[src/rtl/rs_pkg.sv]
// Shared types and sizing for the RS(7,5) GF(8) decoder front/back end.
package rs_pkg;

   localparam int unsigned N      = 7;
   localparam int unsigned K      = 5;
   localparam int unsigned SYM_W  = 3;
   localparam int unsigned CNT_W  = $clog2(N) + 1;
   localparam int unsigned WAIT_W = 4;

   typedef logic [SYM_W-1:0]   symbol_t;
   typedef logic [N*SYM_W-1:0] codeword_t;
   typedef logic [CNT_W-1:0]   cnt_t;

   typedef enum logic [1:0] {
      COLLECT,
      LAUNCH,
      WAIT,
      EMIT
   } seq_state_t;

endpackage

[src/rtl/rs_decode_sequencer.sv]
// Collects one codeword from a symbol stream, runs it through the external
// combinational decoder for DEC_LATENCY cycles, then streams the result out.
module rs_decode_sequencer
   import rs_pkg::*;
#(
   parameter int unsigned DEC_LATENCY = 2
) (
   input  logic                 clk,
   input  logic                 reset,
   input  logic                 in_valid,
   output logic                 in_ready,
   input  logic [SYM_W-1:0]     in_sym,
   input  logic                 in_last,
   output logic                 dec_reset,
   output logic [N*SYM_W-1:0]   dec_codeword,
   input  logic [N*SYM_W-1:0]   dec_corrected,
   output logic                 out_valid,
   input  logic                 out_ready,
   output logic [SYM_W-1:0]     out_sym,
   output logic                 out_last,
   output logic                 frame_err,
   output logic                 busy
);

   seq_state_t        r_state;
   seq_state_t        w_state_nxt;
   logic              r_in_ready;
   logic              r_drop;
   cnt_t              r_sym_cnt;
   cnt_t              r_out_cnt;
   logic [WAIT_W-1:0] r_wait_cnt;
   codeword_t         r_cw;
   codeword_t         r_out;
   codeword_t         r_dec_cw;
   logic              r_dec_reset;
   logic              r_frame_err;

   logic w_in_hs;
   logic w_out_hs;
   cnt_t w_sym_cnt_inc;
   logic w_good;
   logic w_short;
   logic w_long;
   logic w_out_end;

   assign w_in_hs       = (r_state == COLLECT) && in_valid && r_in_ready;
   assign w_out_hs      = (r_state == EMIT) && out_ready;
   assign w_sym_cnt_inc = r_sym_cnt + cnt_t'(1);
   assign w_good        = w_in_hs && !r_drop && in_last && (w_sym_cnt_inc == cnt_t'(N));
   assign w_short       = w_in_hs && !r_drop && in_last && (w_sym_cnt_inc != cnt_t'(N));
   assign w_long        = w_in_hs && !r_drop && !in_last && (w_sym_cnt_inc == cnt_t'(N));
   assign w_out_end     = w_out_hs && (r_out_cnt == cnt_t'(N - 1));

   assign in_ready     = r_in_ready;
   assign dec_reset    = r_dec_reset;
   assign dec_codeword = r_dec_cw;
   assign frame_err    = r_frame_err;

   always_comb begin
      w_state_nxt = r_state;
      out_valid   = 1'b0;
      out_sym     = '0;
      out_last    = 1'b0;
      busy        = (r_state != COLLECT) || (r_sym_cnt != '0);
      case (r_state)
         COLLECT: if (w_good) w_state_nxt = LAUNCH;
         LAUNCH:  w_state_nxt = WAIT;
         WAIT:    if (r_wait_cnt == '0) w_state_nxt = EMIT;
         EMIT: begin
            out_valid = 1'b1;
            out_sym   = r_out[N*SYM_W-1 -: SYM_W];
            out_last  = (r_out_cnt == cnt_t'(N - 1));
            if (w_out_end) w_state_nxt = COLLECT;
         end
         default: w_state_nxt = COLLECT;
      endcase
   end

   // in_ready is registered off the next state so it is already low in the
   // cycle after the accepting beat and already high after the final output.
   always_ff @(posedge clk or posedge reset) begin
      if (reset) begin
         r_state    <= COLLECT;
         r_in_ready <= 1'b0;
      end else begin
         r_state    <= w_state_nxt;
         r_in_ready <= (w_state_nxt == COLLECT);
      end
   end

   always_ff @(posedge clk or posedge reset) begin
      if (reset) begin
         r_drop      <= 1'b0;
         r_sym_cnt   <= '0;
         r_out_cnt   <= '0;
         r_wait_cnt  <= '0;
         r_cw        <= '0;
         r_out       <= '0;
         r_dec_cw    <= '0;
         r_dec_reset <= 1'b1;
         r_frame_err <= 1'b0;
      end else begin
         r_frame_err <= w_short || w_long;

         // A long frame leaves r_drop set so the tail up to in_last is swallowed.
         if (w_in_hs) begin
            if (r_drop) begin
               if (in_last) r_drop <= 1'b0;
            end else if (w_short || w_long) begin
               r_sym_cnt <= '0;
               r_cw      <= '0;
               r_drop    <= w_long;
            end else begin
               r_cw      <= {r_cw[N*SYM_W-SYM_W-1:0], in_sym};
               r_sym_cnt <= w_good ? '0 : w_sym_cnt_inc;
            end
         end

         case (r_state)
            LAUNCH: begin
               r_dec_cw    <= r_cw;
               r_dec_reset <= 1'b0;
               r_wait_cnt  <= WAIT_W'(DEC_LATENCY - 1);
            end
            WAIT: begin
               if (r_wait_cnt == '0) begin
                  r_out       <= dec_corrected;
                  r_dec_reset <= 1'b1;
                  r_out_cnt   <= '0;
               end else begin
                  r_wait_cnt <= r_wait_cnt - WAIT_W'(1);
               end
            end
            EMIT: begin
               if (w_out_hs) begin
                  r_out     <= r_out << SYM_W;
                  r_out_cnt <= w_out_end ? '0 : r_out_cnt + cnt_t'(1);
               end
            end
            default: ;
         endcase
      end
   end

endmodule

[config.mk]
export PLATFORM = sky130hd
export DESIGN_NAME = rs_decode_sequencer
export DESIGN_NICKNAME = d
export VERILOG_FILES = /design/src/rtl/rs_pkg.sv /design/src/rtl/rs_decode_sequencer.sv
export SDC_FILE = /design/constraint.sdc
export NUM_CORES = 1
export LEC_CHECK = 0
export BUFFER_PORTS_ARGS = -buffer_cell sky130_fd_sc_hd__clkbuf_2
export CORE_MARGIN = 1.5
export CORE_UTILIZATION = 50
export CTS_BUF_LIST = sky130_fd_sc_hd__clkbuf_4 sky130_fd_sc_hd__clkbuf_8
export CTS_CLUSTER_DIAMETER = 200
export DETAILED_ROUTE_END_ITERATION = 10
export PLACE_DENSITY = 0.84
export SLEW_MARGIN = 20
export SYNTH_ARGS = -nofsm -noshare
export SYNTH_HDL_FRONTEND = slang
export SYNTH_SLANG_ARGS = --single-unit
[constraint.sdc]
create_clock -name clk -period 2.13 [get_ports clk]
set_clock_uncertainty 0.05 [all_clocks]
set_input_delay 0.1065 -clock clk [delete_from_list [all_inputs] [get_ports clk]]
set_output_delay 0.1065 -clock clk [all_outputs]
set_load 0.02 [all_outputs]
==> flow_summary.ini <==
[clocking]
h-tree-depth = 3
root_buffer = clkbuf_8
cts_inserted_buffers = 9
post_cts_buffers = 0
ctsLongestPathBuffers = 2
cts.clk_slew.worst_paths_ns = 0.08
clock_latency_ns = 0.35
clock_sink_count = 81
cts_tree = built

[final_layout]
final_common_cell = nand2_1
area_growth_pct = 20.63
insertedDiodeCount = 0
fin_cells = 549
final_nets = 481
final_cell_mix = 136 x nand2_1, 80 x dfrtp_1, 58 x clkbuf_2, 25 x o21ai_0, 21 x o21ai_2
nFillCells = 586
drive_above_1_share = 0.2689

[timing]
hold_violations = 0
maxSlewViolCount = 0
post-route-min-period_ns = 1.946
fmax_mhz = 513.8
hold-worst-slack_ns = 0.001609
tns_ns = 0
relSlewSlack = 0.5063
period_share = 0.9138
setup_violations = 0
tightest_slew_ns = 0.7388
layout_setup_ws_ns = 0.1836
rsz0062_at_grt = no

[placement]
placed_cells = 524
dp_hpwl_um = 5012
gp_congestion = 0.7933
pre_cts_ws_ns = 0.09031
io_buffers = 58

[logic_synthesis]
syn_nets = 411
syn_area_sq_um = 3681
ys_seq_elements = 81
yosysSeqAreaShare = 0.5510
synthDominantCellAreaShare = 0.5438
synth.distinct_cells = 40
synth.largest_area_cell = dfrtp_1
avgSynthCellArea_sq_um = 9.790
syn_inst = 376
yosys_warnings = 0
synth_area_leaders = dfrtp_1 54%, nand2_1 14%, mux2i_1 5.2%

[die]
dieArea_sq_um = 7885
rows = 31
fp.dieH_um = 88.80
start_util = 0.5130
io_pins = 59
core_sq_um = 7176
die_w_um = 88.80

[pwr]
swShare = 0.3111
p_leak_uw = 0.002210
ir_worst_vdd_uv = 469.4
p_int_uw = 2915
clockPowerShare = 0.286
power_frac_seq = 0.459
switchingPower_uw = 1316
combPwrFrac = 0.255
power.density_nw_per_um2 = 952.8

[run_status]
status = complete, no violations

[global_route]
grt.total_usage = 0.2024
antenna_found_initial = 0
grt_pass1_vias = 2550
grt_max_degree = 40
grt_pass1_wl_um = 12110
grt.overflow.total = 0

[detailed_routing]
drc = 0
dr.pass1.iters = 4
wl_um = 7296
vias = 2783
drt_iter0_markers = 181
viasPerCell = 5.069
routedWlPerCell_um = 13.29
drtAntennaViolNets = 0

[run]
drv_cap = 0

[min_path]
hold_path.class = in -> reg

[worst_setup_path]
ff2ff_setup_slack_ns = 0.18
criticalPathCategory = reg -> reg
critPathMaxFanout = 22
arrival_ns = 2.13
critPathLaunchType = register
crit_required_ns = 2.31
critPathCaptureType = register
[through the flow]
| stage | cell area (sq um) | power (uW) | utilization |
|---|---|---|---|
| final | 4441 | 4231 | 0.6188 |
| after global routing | 4441 | 4492 | 0.6188 |
| after CTS | 4424 | 4254 | 0.6166 |
| after detailed placement | 4121 | 3038 | 0.5744 |
| after global placement | 4121 | 2964 | 0.5744 |
| after floorplan | 3685 | 2739 | - |
[power groups by stage]
stage	clock network, uW	logic [uW]	registers (uW)
floorplan	0	815	1920
global placement	0	1020	1950
detailed placement	0	1070	1970
CTS	1220	1090	1940
global route	1290	1230	1980
finish	1210	1080	1940
[registers in the layout, summed over array words and instances (netlist names)]
signal and cells:
dec_codeword 21, frame_err 1, r_state 2, r_sym_cnt 4, r_wait_cnt 4, r_out_cnt 4
r_drop 1, dec_reset 1, in_ready 1, r_cw 21, r_out 21
[logic make-up (layout without fill, tap and decap cells)]
family,after synthesis,in the layout,share of synthesized area
AOI/OAI and AO/OA,67,67,0.1298
xor gates and xnor gates,1,1,0.004420
adders and majority gates,6,6,0.02039
buffers and inverters,30,104,0.03943
DFF,81,81,0.5510
muxes,20,20,0.05472
and+or+nand+nor,171,171,0.2002
[final timing paths]
path,cells after the start,endpoint,from
max,7,r_cw[19],r_sym_cnt[0]
min,3,r_out[9],dec_corrected[9]
max reg2reg,7,r_cw[19],r_sym_cnt[0]
min reg2reg,2,dec_codeword[20],dec_codeword[20]
max in group asynchronous,4,r_cw[4],reset
min in group asynchronous,3,r_out[2],reset
[Yosys cell counts (all sizes together)]
cell,n
mux2i,19
inv,9
a22o,5
nor3,4
and2,2
a31oi,1
nand2,136
or3,1
a21o,2
and4b,1
or3b,1
or4,1
nand2b,5
buf,10
o21ai,46
ha,6
nand3,3
dfstp,1
nor2b,4
nor3b,2
and3,4
o211ai,1
mux2,1
clkbuf,11
a311o,1
o32ai,2
nor4b,1
a21oi,6
nor2,6
xor2,1
dfrtp,80
o31ai,3
[cell type report]
cell class	count	area (sq um)	share of cell area
Tap cell	99	123.9	0.02790
Clock buffer	10	131.4	0.02959
Multi-Input combinational cell	265	1520	0.3424
Clock inverter	5	81.33	0.01832
Inverter	9	37.54	0.008453
Sequential cell	81	2028	0.4567
Timing Repair Buffer	80	518.0	0.1167
[what timing repair did]
item,4_1_cts,5_1_grt
hold buffers,9,1
setup endpoints to repair,0,22
resized for setup,0,2
endpoints found under the hold margin,32,1
[metal layers]
metal,GRT usage,wire (um)
met1,0.2651,3207
met2,0.3347,3727
met3,0.04291,260
met4,0.07102,101
met5,0,0
[worst max-delay path, cell delays in order (launching register included)]
cell and delay, ns:
dfrtp_1 0.44, inv_1 0.13, ha_1 0.18, nand2_1 0.09, o32ai_4 0.36, xor2_2 0.23
buf_12 0.22, o21ai_0 0.12
Note: power is estimated with default switching activity, not from simulation.
